<file path="src/rtl/mul_iter.sv">
// Iterative multiply / multiply-accumulate unit (MUL, MLA, UMULL, UMLAL, SMULL, SMLAL).
// Start/Busy/Done handshake; BITS_PER_CYCLE multiplier bits are retired per RUN cycle.
module mul_iter #(
  parameter int WIDTH          = 32,
  parameter int BITS_PER_CYCLE = 1
) (
  input  logic               clk,
  input  logic               reset,
  input  logic               Start,
  input  logic [2:0]         MulOp,
  input  logic [WIDTH-1:0]   A,
  input  logic [WIDTH-1:0]   B,
  input  logic [WIDTH-1:0]   AccLo,
  input  logic [WIDTH-1:0]   AccHi,
  input  logic               CIn,
  input  logic               VIn,
  output logic               Busy,
  output logic               Done,
  output logic [WIDTH-1:0]   ResultLo,
  output logic [WIDTH-1:0]   ResultHi,
  output logic [3:0]         Flags
);

  localparam int N  = WIDTH / BITS_PER_CYCLE;
  localparam int CW = $clog2(N + 1);
  localparam int MW = WIDTH + BITS_PER_CYCLE;
  localparam int NM = 1 << BITS_PER_CYCLE;
  localparam int PW = 2 * WIDTH;

  typedef enum logic [1:0] {
    S_IDLE,
    S_RUN,
    S_FIX,
    S_DONE
  } state_t;

  state_t                    state_q, state_d;
  logic [CW-1:0]             cnt_q, cnt_d;
  logic [PW-1:0]             prod_q, prod_d;
  logic [PW-1:0]             acc_q, acc_d;
  logic [MW-1:0]             mult_q [NM];
  logic [MW-1:0]             mult_d [NM];
  logic                      long_q, long_d;
  logic                      neg_q, neg_d;
  logic                      c_q, c_d;
  logic                      v_q, v_d;
  logic [WIDTH-1:0]          lo_q, lo_d;
  logic [WIDTH-1:0]          hi_q, hi_d;
  logic [3:0]                flags_q, flags_d;

  logic                      launch;
  logic                      is_signed;
  logic [WIDTH-1:0]          a_mag;
  logic [WIDTH-1:0]          b_mag;
  logic [BITS_PER_CYCLE-1:0] digit;
  logic [MW-1:0]             step_sum;
  logic [PW-1:0]             fixed;
  logic [PW-1:0]             total;

  assign launch    = Start && ((state_q == S_IDLE) || (state_q == S_DONE));
  assign is_signed = MulOp[2] & MulOp[1];
  assign a_mag     = (is_signed && A[WIDTH-1]) ? -A : A;
  assign b_mag     = (is_signed && B[WIDTH-1]) ? -B : B;

  // Multiplier lives in the low half of the product register and is shifted
  // out LSB-first while the partial sum grows into the high half.
  assign digit     = prod_q[BITS_PER_CYCLE-1:0];
  assign step_sum  = MW'(prod_q[PW-1:WIDTH]) + mult_q[digit];

  assign fixed     = neg_q ? -prod_q : prod_q;
  assign total     = fixed + acc_q;

  always_ff @(posedge clk) begin
    if (reset) begin
      state_q <= S_IDLE;
      cnt_q   <= '0;
      prod_q  <= '0;
      acc_q   <= '0;
      long_q  <= 1'b0;
      neg_q   <= 1'b0;
      c_q     <= 1'b0;
      v_q     <= 1'b0;
      lo_q    <= '0;
      hi_q    <= '0;
      flags_q <= '0;
      for (int unsigned k = 0; k < NM; k++) begin
        mult_q[k] <= '0;
      end
    end else begin
      state_q <= state_d;
      cnt_q   <= cnt_d;
      prod_q  <= prod_d;
      acc_q   <= acc_d;
      long_q  <= long_d;
      neg_q   <= neg_d;
      c_q     <= c_d;
      v_q     <= v_d;
      lo_q    <= lo_d;
      hi_q    <= hi_d;
      flags_q <= flags_d;
      mult_q  <= mult_d;
    end
  end

  always_comb begin
    state_d = state_q;
    cnt_d   = cnt_q;
    unique case (state_q)
      S_IDLE: begin
        if (Start) begin
          state_d = S_RUN;
          cnt_d   = CW'(N - 1);
        end
      end
      S_RUN: begin
        if (cnt_q == '0) begin
          state_d = S_FIX;
        end else begin
          cnt_d = cnt_q - 1'b1;
        end
      end
      S_FIX: begin
        state_d = S_DONE;
      end
      S_DONE: begin
        if (Start) begin
          state_d = S_RUN;
          cnt_d   = CW'(N - 1);
        end else begin
          state_d = S_IDLE;
        end
      end
      default: begin
        state_d = S_IDLE;
      end
    endcase
  end

  always_comb begin
    prod_d  = prod_q;
    acc_d   = acc_q;
    mult_d  = mult_q;
    long_d  = long_q;
    neg_d   = neg_q;
    c_d     = c_q;
    v_d     = v_q;
    lo_d    = lo_q;
    hi_d    = hi_q;
    flags_d = flags_q;

    if (launch) begin
      prod_d = {{WIDTH{1'b0}}, b_mag};
      long_d = MulOp[2];
      neg_d  = is_signed & (A[WIDTH-1] ^ B[WIDTH-1]);
      c_d    = CIn;
      v_d    = VIn;
      // Accumulator is resolved at launch so FIX adds it unconditionally.
      if (MulOp[2]) begin
        acc_d = MulOp[0] ? {AccHi, AccLo} : '0;
      end else begin
        acc_d = (MulOp == 3'b001) ? {{WIDTH{1'b0}}, AccLo} : '0;
      end
      for (int unsigned k = 0; k < NM; k++) begin
        mult_d[k] = MW'(a_mag) * MW'(k);
      end
    end else if (state_q == S_RUN) begin
      prod_d = {step_sum, prod_q[WIDTH-1:BITS_PER_CYCLE]};
    end

    if (state_q == S_FIX) begin
      lo_d = total[WIDTH-1:0];
      hi_d = long_q ? total[PW-1:WIDTH] : '0;
      flags_d[3] = long_q ? total[PW-1] : total[WIDTH-1];
      flags_d[2] = long_q ? (total == '0) : (total[WIDTH-1:0] == '0);
      flags_d[1] = c_q;
      flags_d[0] = v_q;
    end
  end

  assign Busy     = (state_q == S_RUN) || (state_q == S_FIX);
  assign Done     = (state_q == S_DONE);
  assign ResultLo = lo_q;
  assign ResultHi = hi_q;
  assign Flags    = flags_q;

endmodule

</file>
<file path="config.mk">
export PLATFORM = sky130hd
export DESIGN_NAME = mul_iter
export DESIGN_NICKNAME = d
export VERILOG_FILES = /design/src/rtl/mul_iter.sv
export SDC_FILE = /design/constraint.sdc
export NUM_CORES = 1
export LEC_CHECK = 0
export BUFFER_PORTS_ARGS = -buffer_cell sky130_fd_sc_hd__buf_4
export CORE_MARGIN = 2
export CORE_UTILIZATION = 30
export CTS_CLUSTER_DIAMETER = 80
export DETAILED_ROUTE_END_ITERATION = 10
export PLACE_DENSITY = 0.54
export SYNTH_ARGS = -nofsm -noshare
export SYNTH_HDL_FRONTEND = slang
export SYNTH_SLANG_ARGS = --single-unit
</file>
<file path="constraint.sdc">
create_clock -name clk -period 10.3 [get_ports clk]
set_input_delay 0.515 -clock clk [delete_from_list [all_inputs] [get_ports clk]]
set_output_delay 0.515 -clock clk [all_outputs]
set_load 0.005 [all_outputs]
</file>
==> impl_metrics.ini, run 1 <==
[run_status]
status = finished clean

[routing]
via_per_inst = 5.15
routedWlPerCell_um = 17.8
drt_first_pass_iters = 6
routed_wl_um = 52900
dr_total_vias = 15300
drtAntennaViolNets = 0
drt_iter0_markers = 1069
drc_errors = 0

[critical_path]
reg2regPathDepth = 21
start_kind = register
max_stage_delay_ps = 890
path_max_fanout = 9
reg2reg_from = prod_q[6]
cp-end-kind = register
crit_start = prod_q[6]
arrival_ps = 7370
cpMaxStageDelayCell = a2111oi_0
crit_chain = or4_4 > or4_4 > or3_1 > nor2_1 > nand3_1 > or2_1 > o21ai_0 > xnor2_1 > ha_1 > and3_1 > nand4_1 > or4_1 > a2111oi_0 > o21ai_1 > a2111oi_0 > o21ai_0 > a211oi_1 > nand4_1 > nor4_1 > a31oi_1 > o21ai_1
critPathRequiredTime_ps = 10800
r2r-end = Flags[2]
critical_path_class = register to register
regToRegSetupSlack_ps = 3430

[die]
initial_core_util = 0.304
ios = 206
die_h_um = 241
dieArea_sq_um = 57900
rows = 86
core_area_sq_um = 55200
die_x_um = 241

[clock_tree]
cts_num_sinks = 240
hold_buffers = 0
cts_setup_buffers = 0
cts_resized = 0
clk_path_buf_depth = 3
numCtsBuffers = 28
tritoncts = done
clockRootBuffer = clkbuf_16
clk_pin_slew_worst_paths_ps = 60
cts.htree.levels = 1
clock_latency_ps = 560

[global_routing]
grt_overflow = 0
grt_pass1_wl_um = 82100
first_global_vias = 14600
grt_max_degree = 75
antenna_found_initial = 7
grt_util_all_layers = 0.179

[layout]
area_growth_syn_to_layout_pct = 19.3
fill_cells = 5678
drive_above_1_share = 0.137
utilization = 0.363
multi_input_area_sq_um = 11400
nNetsFinal = 2439
stdcell_area_sq_um = 20000
seqCellArea_sq_um = 4810

[timing]
rsz0062_at_grt = false
drv_slew = 0
worst_pin_slew_ps = 1110
fin_crit_sh = 0.667
finalHoldViolCount = 0
fin_skew_ps = 9.16
finalSetupViolCount = 0
min_period_ps = 6870
fmax_mhz = 145
fin_tns_setup_ps = 0
max_slew_margin = 0.242
hold_slack_ps = 166

[pwr]
irDropWorstVdd_mv = 0.122
power.leakage_uw = 0.00819
power_uw = 3960
power_density_nw_per_um2 = 198

[synth]
ys_warn_count = 0
syn-num-nets = 2299
async_flop_share = 0
ys_seq_elements = 240
synth_area_sq_um = 16800
synth.distinct_cells = 80
synthTopCellsByArea = dfxtp_1, ha_1, xnor2_1, mux2i_1, nor2_1
synth_seq_area_share = 0.286
yosys.area.top_type = dfxtp_1
synth_commonest_cells = dfxtp_1, nor2_1, xnor2_1
synth_top_area_frac = 0.286
postSynthCellCount = 2048
post-synth-top-count-cell = dfxtp_1
ys.flop_type = dfxtp_1
synth_edf_count = 0
syn_avg_cell_area_sq_um = 8.20

[placed_design]
placed_area_sq_um = 19000
port_buffers = 205
gp_congestion = 0.869
dp_hpwl_um = 42400

[min_path]
hp-class = input port to register
hp-start = AccHi[22]
hold_depth = 2
whs_endpoint = acc_q[54]

[flow_run]
maxCapViolations = 0
kinds of logic after synthesis:
kind of cell,count (synthesis),synth area share
AO/OA/AOI/OAI,603,0.244
buffers and inverters,152,0.0345
AND/OR/NAND/NOR,646,0.189
adder cells (fa/ha/maj),115,0.0866
XOR/XNOR,196,0.102
multiplexers,96,0.0575
flip-flops,240,0.286
worst max-delay path, delay by kind of cell (launching register included):
family / cells / cell delay (ps)
AO/OA/AOI/OAI: 8 / 2570
XOR/XNOR: 1 / 100
adder cells (fa/ha/maj): 1 / 440
flip-flops: 1 / 370
AND/OR/NAND/NOR: 11 / 3340
metrics by stage:
stage                     worst slack [ps]  instances
final                                 3430       2963
after CTS                             3520       2957
after global routing                  2860       2962
after detailed placement              3560       2906
after floorplan                       4600       2048
after global placement                3660       2906
report_power, final:
group          leakage [uW]  switching [uW]  internal, uW
Combinational       0.00573             966           648
Sequential          0.00196             158          1090
Clock              0.000506             409           690
Total               0.00819            1530          2430
worst max-delay path by stage:
stage / end / slack (ps)
CTS: Flags[2] / 3520
global placement: Flags[2] / 3660
finish: Flags[2] / 3430
global route: Flags[2] / 2860
detailed placement: Flags[2] / 3560
floorplan: Flags[2] / 4600
cell type report:
type	instances	share of cell area
antenna	6	0.000750
clock buffer	35	0.0394
clock inverter	16	0.0119
inverter	43	0.00806
multi-input combinational	1656	0.571
sequential	240	0.240
tap	748	0.0467
timing repair buffer	219	0.0821
routing by layer:
| layer | up-vias | global-route usage | part of all wire |
|---|---|---|---|
| li1 | 7792 | - | - |
| met5 | - | 0 | 0.00030 |
| met3 | 101 | 0.0223 | 0.042 |
| met4 | 2 | 0.0749 | 0.040 |
| met2 | 323 | 0.278 | 0.43 |
| met1 | 7032 | 0.248 | 0.48 |
flip-flops by register name (all words and copies together), names as in the netlist, 2 cells and up:
name and count:
ResultHi 32, cnt_q 6, acc_q 64, ResultLo 32, prod_q 64, mult_q 32
Flags 4, state_q 2
cells in the final DEF (no fill, tap or decap), types with 42 or more instances in the layout:
cell / n
a211oi_1: 66
xnor2_1: 140
a22o_1: 64
ha_1: 111
dfxtp_1: 239
nor2_1: 231
a21oi_1: 136
buf_4: 219
mux2i_1: 92
o21ai_0: 97
xor2_1: 56
inv_1: 42
and2_1: 51
nand2_1: 122
Power figures use the tool's default switching activity.
==> run 2: changes to the inputs <==
--- a/config.mk
+++ b/config.mk
@@ -10,7 +10,7 @@
 export CORE_UTILIZATION = 30
 export CTS_CLUSTER_DIAMETER = 80
 export DETAILED_ROUTE_END_ITERATION = 10
-export PLACE_DENSITY = 0.54
+export PLACE_DENSITY = 0.55
 export SYNTH_ARGS = -nofsm -noshare
 export SYNTH_HDL_FRONTEND = slang
 export SYNTH_SLANG_ARGS = --single-unit
==> constraint.sdc (replaced) <==
create_clock -name clk -period 5.9 [get_ports clk]
set_input_delay 0.295 -clock clk [delete_from_list [all_inputs] [get_ports clk]]
set_output_delay 0.295 -clock clk [all_outputs]
set_load 0.005 [all_outputs]
==> impl_metrics.ini, run 2 (same netlist as run 1, synthesis figures left out) <==
[run_status]
status = finished clean

[placed_design]
placed_area_sq_um = 19700
gp_congestion = 0.888
port_buffers = 205
dp_hpwl_um = 43600
dp.cells = 3000

[timing]
fin_tns_setup_ps = 0
max_slew_margin = 0.258
finalSetupViolCount = 0
finalHoldViolCount = 0
fin_crit_sh = 0.976
fin_skew_ps = 28.2
hold_slack_ps = 28.3
min_period_ps = 5760
rsz0062_at_grt = true
fmax_mhz = 174
drv_slew = 0
worst_pin_slew_ps = 1110

[global_routing]
grt_pass1_wl_um = 85600
antenna_found_initial = 7
first_global_vias = 15500
grt_overflow = 0
grt_util_all_layers = 0.185
grt_max_degree = 76

[layout]
instances_no_fill = 3135
final_cell_mix = buf_4, dfxtp_1, nor2_1
area_growth_syn_to_layout_pct = 29.4
layout_commonest_cell = buf_4
drive_above_1_share = 0.187
nNetsFinal = 2611
stdcell_area_sq_um = 21700
top_regs = acc_q: 64 flops, prod_q: 64 flops

[pwr]
p_sw_uw = 2800
power_frac_clock = 0.265
power_density_nw_per_um2 = 330
irDropWorstVdd_mv = 0.281
swShare = 0.390
seqPwrFrac = 0.301
p_int_uw = 4370
power.leakage_uw = 0.00903
p_comb_frac = 0.434

[critical_path]
path_max_fanout = 4
cpMaxStageDelayCell = or4_4
cp-end-kind = register
critical_path_class = register to register
crit_chain = or4_4 > or4_4 > or4_4 > nand2b_1 > nand2b_1 > buf_4 > o31ai_1 > xnor2_1 > ha_1 > buf_4 > a21oi_1 > o21ai_0 > a31oi_1 > o21ai_0 > a31oi_2 > mux2_2 > or4_4 > nor4_4 > a31oi_1 > o21ai_1
critPathRequiredTime_ps = 6420
regToRegSetupSlack_ps = 140
arrival_ps = 6280
start_kind = register
max_stage_delay_ps = 540
crit_top_cell = or4_4

[clock_tree]
numCtsBuffers = 28
clockRootBuffer = clkbuf_16
cts.htree.levels = 1
clk_pin_slew_worst_paths_ps = 60
tritoncts = done
clock_latency_ps = 580
cts_num_sinks = 240
clk_path_buf_depth = 3

[min_path]
hp-class = input port to register

[die]
die_x_um = 241
core_area_sq_um = 55200
dieArea_sq_um = 57900
ios = 206
rows = 86
initial_core_util = 0.304
die_h_um = 241

[flow_run]
maxCapViolations = 0

[routing]
routedWlPerCell_um = 17.6
drt_iter0_markers = 919
drc_errors = 0
via_per_inst = 5.13
routed_wl_um = 55200
dr_total_vias = 16100
drtAntennaViolNets = 0
drt_first_pass_iters = 5
[run 2: repair_timing]
item,CTS,global route
gates cloned,0,0
hold buffers,71,0
setup buffers,0,7
pin swaps,0,18
resized for setup,6,46
setup endpoints to repair,1,4
hold endpoints to repair,71,0
[run 2: final cells by class]
class	count	area [sq um]
clock inverters	17	248
diodes	6	15.0
clock buffers	34	763
well taps	748	936
repair buffers	391	3110
flip-flops and latches	240	4810
inverters	43	161
fillers	5549	33500
multi-input cells	1656	11700
[run 2: critical path: cells and delay by family (launching register included)]
family,cells,cell delay [ps]
AO/OA/AOI/OAI,8,1470
flip-flops,1,310
XOR/XNOR,1,200
adder cells (fa/ha/maj),1,350
multiplexers,1,380
buffers and inverters,2,350
AND/OR/NAND/NOR,7,2640
[run 2: per-stage QoR]
| stage | setup slack [ps] | total power (uW) | utilization |
|---|---|---|---|
| floorplan | 201 | 4170 | - |
| global placement | -336 | 5150 | 0.357 |
| detailed placement | -376 | 5190 | 0.357 |
| CTS | 36.9 | 7160 | 0.388 |
| global route | -129 | 7650 | 0.393 |
| finish | 141 | 7170 | 0.393 |
[run 2: path summary, 6_finish.rpt]
path	start	end	cells past startpoint
setup reg to reg	prod_q[6]	Flags[2]	20
hold reg to reg	mult_q[21]	mult_q[21]	2
hold / removal	A[23]	mult_q[23]	3
setup / recovery	prod_q[6]	Flags[2]	20
[run 2: metal layers]
metal,GRT usage,share of wire,vias to the layer above
met2,0.294,0.44,297
met1,0.256,0.49,7533
met4,0.0638,0.028,2
met5,0,0.00029,-
met3,0.0257,0.044,81
li1,-,-,8174
[run 2: power by group through the flow]
stage               Clock, uW  Sequential [uW]  Combinational [uW]
floorplan                   0             2120                2050
global placement            0             2180                2970
detailed placement          0             2190                3000
CTS                      1950             2150                3060
global route             2020             2200                3430
finish                   1900             2160                3110
